**config.mk**
```make
export PLATFORM = sky130hd
export DESIGN_NAME = switch_debounce_2ch
export DESIGN_NICKNAME = d
export VERILOG_FILES = /design/src/rtl/switch_debounce_2ch.sv
export SDC_FILE = /design/constraint.sdc
export NUM_CORES = 1
export LEC_CHECK = 0
export BUFFER_PORTS_ARGS = -buffer_cell sky130_fd_sc_hd__clkbuf_2
export CORE_ASPECT_RATIO = 1.2
export CORE_MARGIN = 8
export CORE_UTILIZATION = 62
export DETAILED_ROUTE_END_ITERATION = 16
export PLACE_DENSITY_LB_ADDON = 0.15
export REMOVE_ABC_BUFFERS = 1
export SLEW_MARGIN = 10
export SYNTH_ARGS = -nofsm -noshare
export SYNTH_HDL_FRONTEND = slang
export SYNTH_SLANG_ARGS = --single-unit
```
**constraint.sdc**
```tcl
create_clock -name clk -period 2.6 [get_ports clk]
set_input_delay 0.13 -clock clk [delete_from_list [all_inputs] [get_ports clk]]
set_output_delay 0.13 -clock clk [all_outputs]
set_load 0.02 [all_outputs]
```
**src/rtl/switch_debounce_2ch.sv**
```systemverilog
// rtl/switch_debounce_2ch.sv - two-channel synchronise-and-debounce front end for the A/B comparator
// Each raw switch is double-flopped, then accepted only after CNT_MAX consecutive differing samples.
module switch_debounce_2ch #(
  parameter int CNT_MAX = 1000000,
  parameter int CNT_W   = 20
) (
  input  logic clk,
  input  logic rst_n,
  input  logic sw_a_raw,
  input  logic sw_b_raw,
  output logic A,
  output logic B,
  output logic ab_changed
);

  typedef enum logic {STABLE, COUNTING} state_t;

  localparam logic [CNT_W-1:0] CNT_LAST = CNT_W'(CNT_MAX - 1);

  logic [1:0]       raw;
  logic [1:0]       s1;
  logic [1:0]       s2;
  logic [1:0]       deb;
  logic [1:0]       upd;
  state_t           st  [2];
  logic [CNT_W-1:0] cnt [2];

  // bit 0 is channel A, bit 1 is channel B
  assign raw = {sw_b_raw, sw_a_raw};

  always_ff @(posedge clk or negedge rst_n) begin
    if (!rst_n) begin
      s1         <= 2'b00;
      s2         <= 2'b00;
      deb        <= 2'b00;
      upd        <= 2'b00;
      ab_changed <= 1'b0;
      for (int i = 0; i < 2; i++) begin
        st[i]  <= STABLE;
        cnt[i] <= '0;
      end
    end else begin
      s1         <= raw;
      s2         <= s1;
      // one pulse per update edge, even when both channels flip together
      ab_changed <= |upd;
      for (int i = 0; i < 2; i++) begin
        upd[i] <= 1'b0;
        if (st[i] == STABLE) begin
          if (s2[i] != deb[i]) begin
            st[i]  <= COUNTING;
            cnt[i] <= CNT_W'(1);
          end
        end else begin
          if (s2[i] == deb[i]) begin
            st[i]  <= STABLE;
            cnt[i] <= '0;
          end else if (cnt[i] == CNT_LAST) begin
            deb[i] <= s2[i];
            upd[i] <= 1'b1;
            st[i]  <= STABLE;
            cnt[i] <= '0;
          end else begin
            cnt[i] <= cnt[i] + 1'b1;
          end
        end
      end
    end
  end

  assign A = deb[0];
  assign B = deb[1];

endmodule

```
**After elaboration in Yosys (flattened, before gate mapping)**

Index checks and enable logic that the tools add are counted.

- Flip-flop bits (word level): 51
- Output and inout port bits: 3
- Word-level logic and storage cells: 47
- Input port bits: 4

- Bitwise logic cells: 2
- Multiplexer cells: 22
- Equality and inequality tests: 6
- Add/sub/neg operators: 2
- Reductions and logical operators: 5

Operator list:

| operator | count |
|---|---|
| 20-bit 2-to-1 mux | 8 |
| 20-bit by 1-bit adder with 20-bit output (second input constant) | 2 |
| 20-bit == test (second input constant) | 2 |
| 1-bit 2-to-1 mux | 14 |
| 3-bit AND reduction | 2 |
| 2-bit nonzero test | 2 |
| 1-bit == test | 2 |
| 1-bit != test | 2 |
| 1-bit NOT | 2 |
| 2-bit OR reduction | 1 |

**Logic depth before layout (Yosys ltp)**

Gate-level depths: netlist of the first run.

- Word-level depth: 4
- Mapped depth: 7
- Gate-level depth less buffers: 6

**Least setup slack after synthesis of the first run**

No wires, ideal clock.

- Kind: register to register
- Start point: reg cnt[20] in the netlist's numbering
- End point: reg cnt[21] in the netlist's numbering
- Clock period less this slack: 1.838 ns
- Required time: 2.479 ns
- Buffers on the path: 1
- Arrival: 1.717 ns
- Cell stages (with the launch flop): 7
- Library setup time: 0.121 ns
- Slack: 0.762 ns
- Cell sequence: dfrtp_1 > ha_1 > nand3_1 > nor4_2 > a21oi_1 > buf_2 > a22o_1

- Longest elaborated chain between the ends: 4
- Elaborated cells on any way between the ends: 5
- Those cells by class: add/sub (1); eq/ne (1); mux (3)

RTL lines:

| what | line | text |
|---|---|---|
| start: declaration | 26 | `logic [CNT_W-1:0] cnt [2];` |
| start signal: indexed assignment | 64 | `cnt[i] <= cnt[i] + 1'b1;` |
| 20-bit by 1-bit adder with 20-bit output / 20-bit == test (equally long branches) | 64, 58 |  |
| 20-bit 2-to-1 mux (*) | 58 | `end else if (cnt[i] == CNT_LAST) begin` |
| 20-bit 2-to-1 mux (*) | 55 | `if (s2[i] == deb[i]) begin` |
| 20-bit 2-to-1 mux (*) | 49 | `if (st[i] == STABLE) begin` |

Mark *: on every way between the ends. The rest lies on a longest branch, timed or not.
A chain may end at the register's enable or synchronous reset.

**Worst setup path after layout of the first run**

- Start point: reg cnt[0] in the netlist's numbering
- End point: reg cnt[8] in the netlist's numbering

The elaborated chain is that of the path after synthesis.

==> reports/qor.csv, run 1 <==
stage,metric,value,unit
status,status,completed,
timing,tns,0,ns
synth,synth_top_family_by_area,simple AND/OR/NAND/NOR gates,
final_layout,drive_gt1_frac,0.111,
clock_tree,cts.repair.resized,0,
place,portBuffers,6,
synth,yosysTopAreaCell,dfrtp_1,
pwr,power_frac_clock,0.348,
pwr,switchingPower,0.000364,W
timing,tightest_slew,0.697,ns
floorplan,die_h,88.2,microns
global_route,grt_pass1_vias,2175,
detailed_routing,vias,2185,
synth,netlist_instances,286,
clock_tree,cts_buffers,5,
flow_run,drv_cap,0,
clock_tree,clk_latency,0.32,ns
timing,finClkSkew,0.0116,ns
synth,ys_warn_count,0,
pwr,p_sw_frac,0.259,
synth,synth_compound_area_frac,0.175,
critical_path,critPathKind,flop to flop,
clock_tree,cts_tree,done,
timing,setup_viol,0,
synth,ys_types,44,
global_route,overflow,0,
final_layout,design_area,2900,sq um
pwr,p_int,0.00104,W
synth,synthMuxAreaShare,0.0270,
synth,async_flop_share,1.00,
detailed_routing,drt-initial-drc-count,114,
floorplan,initial_core_util,0.636,
timing,fin_hold_ws,0.334,ns
global_route,grt_pass1_wl,9710,microns
clock_tree,clk_transition_reported_paths,0.10,ns
global_route,grt_max_degree,52,
critical_path,required,2.84,ns
detailed_routing,ant_nets,0,
global_route,antenna_found_initial,0,
synth,yosysMostFrequentCell,dfrtp_1,
critical_path,end_kind,flop,
place,routabilityCongestion,0.833,
clock_tree,cts_root_buf,clkbuf_8,
pwr,pwr-share-comb,0.070,
pwr,p_leak,1.25,nW
synth,synth_area_leaders,"dfrtp_1 (47%), nand3_1 (4.6%), nand2_1 (4.6%)",
floorplan,core,4230,sq um
place,placed_area,2780,sq um
hold_path,min_path_type,primary input to asynchronous set/reset pin,
synth,syn_area_per_cell,9.41,sq um
final_layout,finish.utilization,0.687,
clock_tree,cts_hold_buf,3,
synth,yosysSeqAreaShare,0.474,
floorplan,dieArea,6710,sq um
critical_path,cp_max_fo,14,
floorplan,io_pins,7,
place,pre_cts_slack,0.531,ns
synth,syn_area,2690,sq um
synth,synth-edff-count,0,
synth,synthSimpleGateAreaFrac,0.266,
timing,final_max_slew_viol_count,0,
critical_path,start_kind,flop,
synth,synth_ff_type,dfrtp_1,
clock_tree,cts.htree.levels,2,
floorplan,die_w,76.1,microns
place,hpwl,3800,microns
timing,slew_headroom,0.532,
synth,synth_fa_ha_area_frac,0.00930,
synth,synth_seq_cells,51,
detailed_routing,wire_per_inst,15.5,microns
pwr,powerDensity,484,nW/um^2
detailed_routing,totalWireLength,5460,microns
final_layout,antenna_cells,0,
synth,yosysTopAreaCellShare,0.474,
clock_tree,post_cts_buffers,0,
pwr,ir_worst_vdd,0.348,mV
timing,hold_viol_final,0,
detailed_routing,drc,0,
final_layout,nets,301,
timing,timing.final.ws_setup,0.508,ns
detailed_routing,vias_per_cell,6.21,
floorplan,rows,26,
detailed_routing,first_pass_iters,4,
synth,synthTopCellsByCount,"dfrtp_1 (51), nand2_1 (33), nand3_1 (25)",
final_layout,syn_to_final_growth,7.90,%
critical_path,arrival,2.33,ns
timing,finalCriticalPeriod,2.09,ns
clock_tree,clockBufferDepth,2,
global_route,track_usage,0.175,
timing,clock.fmax,0.478,GHz
synth,synth-xor-area-share,0.0130,
clock_tree,cts.sinks,51,
timing,rsz0062_at_grt,no,
pwr,pwr-share-seq,0.583,
timing,period_share,0.805,
[cell usage in the layout (no fill, tap or decap), drive strengths merged, types with 2 or more instances in the layout]
cell type / n
or3: 6
nand3: 26
nor3: 6
o21ai: 14
o21a: 2
xor2: 2
nand2: 33
a31oi: 19
and3: 5
dlygate4sd3: 3
a41oi: 5
dfrtp: 51
ha: 2
mux2i: 5
or2: 2
nor2b: 2
nor4: 9
mux2: 2
buf: 6
a22o: 5
and4: 3
clkinv: 2
nor3b: 2
a21o: 4
nor2: 14
inv: 7
nand4: 10
a21oi: 24
xnor2: 2
nand2b: 4
clkbuf: 11
[metrics by stage]
step	std cells	power (W)
global placement	341	0.000926
CTS	352	0.00142
floorplan	273	0.000885
global route	352	0.00146
finish	352	0.00141
detailed placement	341	0.000929
[layer usage]
| metal | part of all wire | GRT usage | vias up |
|---|---|---|---|
| met1 | 0.41 | 0.187 | 1051 |
| li1 | - | - | 1090 |
| met3 | 0.028 | 0.0318 | 9 |
| met4 | 0.016 | 0.0718 | 0 |
| met2 | 0.55 | 0.333 | 35 |
| met5 | 0 | 0 | - |
[registers in the layout (all words and copies together) (netlist names)]
signal,cells
upd,2
s2,2
s1,2
cnt,40
ab_changed,1
st,2
deb,2
[power by group through the flow]
| stage | sequential (W) | combinational [W] | clock, W |
|---|---|---|---|
| global placement | 0.000834 | 0.0000925 | 0 |
| floorplan | 0.000832 | 0.0000534 | 0 |
| detailed placement | 0.000835 | 0.0000948 | 0 |
| finish | 0.000819 | 0.0000977 | 0.000488 |
| CTS | 0.000819 | 0.0000987 | 0.000500 |
| global route | 0.000821 | 0.000111 | 0.000525 |
[worst paths after layout]
check	from	to	slack (ns)	cells after the start
setup reg to reg	cnt[0]	cnt[8]	0.51	7
hold reg to reg	s1[1]	s2[1]	0.35	0
min in group clk	s1[1]	s2[1]	0.35	0
hold / removal	rst_n	cnt[5]	0.33	3
max in group asynchronous	rst_n	cnt[25]	2.03	3
setup / recovery	cnt[0]	cnt[8]	0.51	7
[worst max-delay path, cell delays in order (launching register included)]
cell     delay [ns]
dfrtp_1        0.43
ha_1           0.25
nand2_1        0.19
nor4_4         0.09
a21oi_2        0.48
buf_4          0.28
a41oi_1        0.13
a31oi_1        0.16
[cells by family after synthesis]
kind of cell / Yosys count
xor gates and xnor gates: 4
and+or+nand+nor: 127
buffers and inverters: 19
adders and majority gates: 2
DFF: 51
AOI/OAI and AO/OA: 76
muxes: 7
[final cells by class]
class                   count  area [sq um]
clock buffers               5          68.8
fillers                   357          1330
repair buffers             15           118
flip-flops and latches     51          1280
well taps                  56          70.1
multi-input cells         216          1320
inverters                   6          22.5
clock inverters             3          28.8
(Power assumes the default switching activity.)
==> run 2: changes to the inputs <==
CORE_UTILIZATION = 56   (was 62)
clock period = 1.8 ns   (was 2.6 ns; I/O delays follow)
==> run 2 against run 1 <==
  * Count of clock-buffer cells in the layout grew 1
  * Hold slack better by 0.026 ns
  * Design area is 20% higher
  * Core utilization increased by 7.0 points
  * Sequential share of layout area is 7.2 points lower
  * Largest cell class unchanged
  * Clock power grew 36%
  * Critical endpoint is now cnt[4]
  * Maximum frequency up 17%
  * Clock skew decreased by 0.0035 ns
  * Global-route usage up 0.57 points
  * Combinational power is 100% higher
  * Sequential power is 44% higher
  * Highest routed layer unchanged
  * Routed wire length up 18%
==> reports/qor.csv, run 2 (synthesis results as in run 1) <==
stage,metric,value,unit
timing,setup_viol,0,
final_layout,layout_commonest_cell,buf_4,
critical_path,path_cells,"or4_4, nor2_4, a21oi_4, buf_12, a21o_1, a22o_1",
critical_path,reg2reg_slack,0.009,ns
final_layout,syn_to_final_growth,29.2,%
global_route,overflow,0,
final_layout,nFillCells,328,
clock_tree,clk_latency,0.30,ns
critical_path,required,2.00,ns
timing,timing.final.ws_setup,0.00944,ns
detailed_routing,first_pass_iters,5,
global_route,grt_pass1_wl,10700,microns
timing,slew_headroom,0.583,
floorplan,die_h,91.9,microns
floorplan,rows,27,
critical_path,cp_max_fo,20,
floorplan,die_w,79.3,microns
critical_path,end_kind,flop,
pwr,ir_worst_vdd,0.392,mV
pwr,pwr-share-comb,0.097,
place,routabilityCongestion,0.847,
timing,clock.fmax,0.558,GHz
final_layout,layout_common_cells,"buf_4 (50), dfrtp_1 (49), nand2_1 (30), nand3_1 (22), a21oi_1 (22)",
floorplan,dieArea,7290,sq um
place,pre_cts_slack,-0.0788,ns
hold_path,min_to,s2[0],
timing,final_max_slew_viol_count,0,
critical_path,crit-reg2reg-launch,cnt[12],
clock_tree,clockBufferDepth,2,
final_layout,top_register,cnt,
final_layout,drive_gt1_frac,0.303,
timing,finalCriticalPeriod,1.79,ns
status,status,completed,
global_route,grt_max_degree,52,
place,portBuffers,6,
pwr,p_int,0.00153,W
critical_path,cpMaxStageDelayCell,or4_4,
detailed_routing,vias,2446,
flow_run,drv_cap,0,
hold_path,min_path_type,flop to flop,
detailed_routing,drc,0,
timing,rsz0062_at_grt,yes,
critical_path,r2r_end,cnt[4],
detailed_routing,ant_nets,0,
clock_tree,cts_buffers,5,
clock_tree,cts.sinks,51,
final_layout,nets,352,
global_route,grt_pass1_vias,2377,
timing,fin_hold_ws,0.360,ns
global_route,antenna_found_initial,0,
floorplan,io_pins,7,
pwr,power_frac_clock,0.325,
pwr,powerDensity,586,nW/um^2
pwr,switchingPower,0.000508,W
clock_tree,cts_tree,done,
detailed_routing,drt-initial-drc-count,144,
timing,finClkSkew,0.00813,ns
critical_path,reg2regPathDepth,6,
timing,period_share,0.995,
timing,hold_viol_final,0,
clock_tree,cts_root_buf,clkbuf_8,
critical_path,max_stage_delay,0.55,ns
final_layout,antenna_cells,0,
floorplan,initial_core_util,0.586,
clock_tree,cts.htree.levels,2,
pwr,pwr-share-seq,0.578,
critical_path,start_kind,flop,
critical_path,arrival,1.99,ns
timing,tightest_slew,0.625,ns
detailed_routing,totalWireLength,6430,microns
pwr,p_leak,1.58,nW
global_route,track_usage,0.181,
hold_path,hold_start,s1[0],
final_layout,largest_reg_flops,40,
critical_path,critPathKind,flop to flop,
detailed_routing,vias_per_cell,6.04,
clock_tree,clk_transition_reported_paths,0.10,ns
final_layout,finish.utilization,0.757,
pwr,p_sw_frac,0.250,
floorplan,core,4590,sq um
place,hpwl,4340,microns
hold_path,min_path_cells,0,
critical_path,cp-startpoint,cnt[12],
detailed_routing,wire_per_inst,15.9,microns
==> run 2: worst max path at each step <==
| stage | to | slack, ns |
|---|---|---|
| floorplan | cnt[38] | -0.47 |
| global placement | cnt[34] | 0.004 |
| detailed placement | cnt[34] | -0.08 |
| CTS | cnt[4] | -0.02 |
| global route | cnt[4] | -0.06 |
| finish | cnt[4] | 0.009 |
==> run 2: critical path, delay by kind of cell, from the launching register on <==
| family | cells | cell delay (ns) |
|---|---|---|
| buffers and inverters | 1 | 0.17 |
| flip-flops | 1 | 0.39 |
| AND/OR/NAND/NOR | 2 | 0.71 |
| AO/OA/AOI/OAI | 3 | 0.42 |
==> run 2: power groups by stage <==
stage / logic (W) / clock network (W) / registers [W]
2_1_floorplan: 0.0000772 / 0 / 0.00120
3_3_place_gp: 0.000177 / 0 / 0.00120
3_5_place_dp: 0.000182 / 0 / 0.00120
4_1_cts: 0.000189 / 0.000682 / 0.00118
5_1_grt: 0.000217 / 0.000737 / 0.00118
6_report: 0.000197 / 0.000662 / 0.00118
==> run 2: layout make-up <==
cell class,count,area (sq um),area share
Clock inverter,2,17.5,0.00504
Inverter,6,22.5,0.00647
Multi-Input combinational cell,216,1470,0.421
Tap cell,58,72.6,0.0209
Clock buffer,6,72.6,0.0209
Timing Repair Buffer,66,549,0.158
Sequential cell,51,1280,0.368
==> run 2: metrics by stage <==
step / cell area [sq um] / power (W) / setup TNS (ns) / std cells
floorplan: 2620 / 0.00128 / -10.23 / 273
global placement: 3120 / 0.00138 / 0 / 385
detailed placement: 3120 / 0.00138 / -0.351 / 385
CTS: 3280 / 0.00205 / -0.0229 / 396
global route: 3480 / 0.00213 / -0.265 / 405
finish: 3480 / 0.00204 / 0 / 405
==> run 2: repair_timing <==
action / in CTS / in global routing
resized for setup: 6 / 32
buffers inserted: 0 / 9
hold buffers: 3 / 0
endpoints found under the hold margin: 53 / 0
pin swaps: 3 / 11
setup endpoints to repair: 18 / 31
==> run 2: layer usage <==
metal  global-route usage  vias up  share of wire
met2                0.345       47           0.56
li1                     -     1190              -
met3               0.0322        8          0.027
met5                    0        -              0
met1                0.194     1201           0.40
met4               0.0526        0          0.011
==> run 3: changes to the inputs <==
ABC_AREA = 1   (was default)
==> run 3 against run 2 <==
  * First-iteration DRC count fell by 15%
  * Core utilization is 13 points lower
  * Total power fell by 1.4%
  * Design area shrank 11%
==> reports/qor.csv, run 3 <==
stage,metric,value,unit
final_layout,layout_commonest_cell,nand2_1,
floorplan,die_w,81.5,microns
global_route,grt_pass1_vias,2338,
synth,ys_types,35,
timing,finalCriticalPeriod,1.61,ns
synth,netlist_instances,364,
detailed_routing,wl_met2,2930,microns
synth,syn_area_per_cell,7.92,sq um
timing,slew_headroom,0.599,
final_layout,drive_gt1_frac,0.136,
pwr,ir_worst_vdd,0.388,mV
clock_tree,post_cts_buffers,0,
global_route,grt_pass1_wl,9930,microns
final_layout,multi_input_area,1380,sq um
synth,yosysSeqAreaShare,0.443,
pwr,switchingPower,0.000509,W
timing,hold_viol_final,0,
timing,clock.fmax,0.620,GHz
clock_tree,cts.htree.levels,2,
floorplan,io_pins,7,
clock_tree,clk_transition_reported_paths,0.10,ns
status,status,completed,
synth,yosysTopAreaCell,dfrtp_1,
clock_tree,cts_tree,done,
synth,synth_top_family_by_area,simple AND/OR/NAND/NOR gates,
final_layout,layout_common_cells,"nand2_1 (88), dfrtp_1 (51), inv_1 (49), nor2_1 (36), nand3_1 (31)",
pwr,pwr-share-comb,0.085,
global_route,grt_max_degree,25,
pwr,powerDensity,646,nW/um^2
synth,synthTopCellsByCount,"nand2_1 (88), dfrtp_1 (51), inv_1 (49)",
critical_path,start_kind,flop,
place,portBuffers,6,
detailed_routing,routed-wl-met3,106,microns
clock_tree,cts_root_buf,clkbuf_8,
final_layout,nets,388,
critical_path,required,2.04,ns
timing,setup_viol,0,
critical_path,cp_max_fo,6,
synth,synthMuxAreaShare,0,
timing,period_share,0.895,
final_layout,largest_reg_flops,40,
critical_path,crit-reg2reg-launch,cnt[20],
pwr,p_sw_frac,0.253,
synth,synth_ff_type,dfrtp_1,
synth,async_flop_share,1.00,
floorplan,core,4940,sq um
detailed_routing,totalWireLength,5660,microns
place,placed_area,3000,sq um
clock_tree,cts_buffers,5,
synth,synthSimpleGateAreaFrac,0.327,
critical_path,reg2regPathDepth,10,
detailed_routing,drt-initial-drc-count,123,
clock_tree,cts.sinks,51,
floorplan,dieArea,7710,sq um
detailed_routing,vias,2348,
detailed_routing,drt-met1-wl,2500,microns
synth,synth_fa_ha_area_frac,0.00868,
timing,finClkSkew,0.0135,ns
synth,yosysTopAreaCellShare,0.443,
hold_path,min_path_type,primary input to asynchronous set/reset pin,
pwr,power,0.00201,W
detailed_routing,vias_per_cell,5.31,
critical_path,reg2reg_slack,0.19,ns
floorplan,initial_core_util,0.583,
critical_path,critPathKind,flop to flop,
synth,syn_area,2880,sq um
detailed_routing,ant_nets,0,
synth,synth_compound_area_frac,0.0881,
final_layout,top_register,cnt,
synth,synth-xor-area-share,0.0543,
timing,rsz0062_at_grt,yes,
global_route,antenna_found_initial,0,
synth,yosysMostFrequentCell,nand2_1,
final_layout,syn_to_final_growth,7.90,%
synth,synth_seq_cells,51,
detailed_routing,drc,0,
detailed_routing,wire_per_inst,12.8,microns
floorplan,rows,28,
clock_tree,clk_latency,0.31,ns
global_route,track_usage,0.161,
timing,tightest_slew,0.601,ns
detailed_routing,first_pass_iters,4,
clock_tree,cts.repair.resized,0,
clock_tree,clockBufferDepth,2,
pwr,p_leak,1.39,nW
final_layout,design_area,3110,sq um
pwr,power_frac_clock,0.316,
place,routabilityCongestion,0.904,
final_layout,register_area,1280,sq um
critical_path,arrival,1.85,ns
critical_path,end_kind,flop,
synth,ys_warn_count,0,
floorplan,die_h,94.6,microns
flow_run,drv_cap,0,
global_route,overflow,0,
detailed_routing,routed.top_layer,met4,
final_layout,antenna_cells,0,
critical_path,r2r_end,cnt[35],
pwr,pwr-share-seq,0.599,
final_layout,nFillCells,422,
place,hpwl,4240,microns
synth,synth_area_leaders,"dfrtp_1 (44%), nand2_1 (11%), inv_1 (6.4%)",
synth,synth-edff-count,0,
timing,final_max_slew_viol_count,0,
pwr,p_int,0.00150,W
-- run 3: worst max-delay path: stages (launching register included) --
cell,delay [ns]
dfrtp_1,0.41
ha_1,0.22
nand2_1,0.09
inv_1,0.07
nand2_1,0.15
inv_1,0.07
nand3_2,0.11
nand2_1,0.07
inv_1,0.18
nand3_1,0.10
nand2_1,0.08
-- run 3: kinds of logic after synthesis --
kind of cell	after synthesis
flip-flops	51
XOR/XNOR	17
AO/OA/AOI/OAI	41
buffers and inverters	55
adder cells (fa/ha/maj)	2
AND/OR/NAND/NOR	198
-- run 3: power groups by stage --
| stage | logic (W) | clock network [W] | registers [W] |
|---|---|---|---|
| after detailed placement | 0.000168 | 0 | 0.00123 |
| after CTS | 0.000173 | 0.000663 | 0.00120 |
| final | 0.000171 | 0.000635 | 0.00120 |
| after floorplan | 0.000101 | 0 | 0.00122 |
| after global placement | 0.000167 | 0 | 0.00122 |
| after global routing | 0.000195 | 0.000703 | 0.00121 |
-- run 3: final cells by class --
type,instances,share of cell area
multi-input cells,258,0.443
flip-flops and latches,51,0.410
inverters,51,0.0616
repair buffers,15,0.0338
well taps,60,0.0241
clock buffers,5,0.0221
clock inverters,2,0.00443
-- run 3: worst max path at each step --
stage / startpoint / to / slack [ns] / cells after the start
3_5_place_dp: cnt[20] / cnt[33] / 0.20 / 10
3_3_place_gp: cnt[20] / cnt[39] / 0.24 / 10
4_1_cts: cnt[20] / cnt[35] / 0.18 / 10
2_1_floorplan: cnt[20] / cnt[39] / 0.23 / 10
5_1_grt: cnt[20] / cnt[32] / -0.006 / 10
6_report: cnt[20] / cnt[35] / 0.19 / 10
-- run 3: stage by stage --
step | TNS [ns] | hold WS [ns] | worst slack, ns | utilization | std cells
floorplan | 0 | -0.206 | 0.228 | - | 360
global placement | 0 | 0.109 | 0.238 | 0.607 | 432
CTS | 0 | 0.315 | 0.180 | 0.629 | 442
finish | 0 | 0.309 | 0.188 | 0.629 | 442
detailed placement | 0 | 0.115 | 0.201 | 0.607 | 432
global route | -0.00583 | 0.363 | -0.00583 | 0.629 | 442
-- run 3: timing repair --
action                     CTS  global route
hold buffers                 3             0
hold endpoints to repair    24             0
setup endpoints to repair    0             1
-- run 3: layer usage --
layer / vias to the layer above / track usage
met4: 0 / 0.0687
met3: 17 / 0.0323
met2: 32 / 0.291
li1: 1205 / -
met5: - / 0
met1: 1094 / 0.176
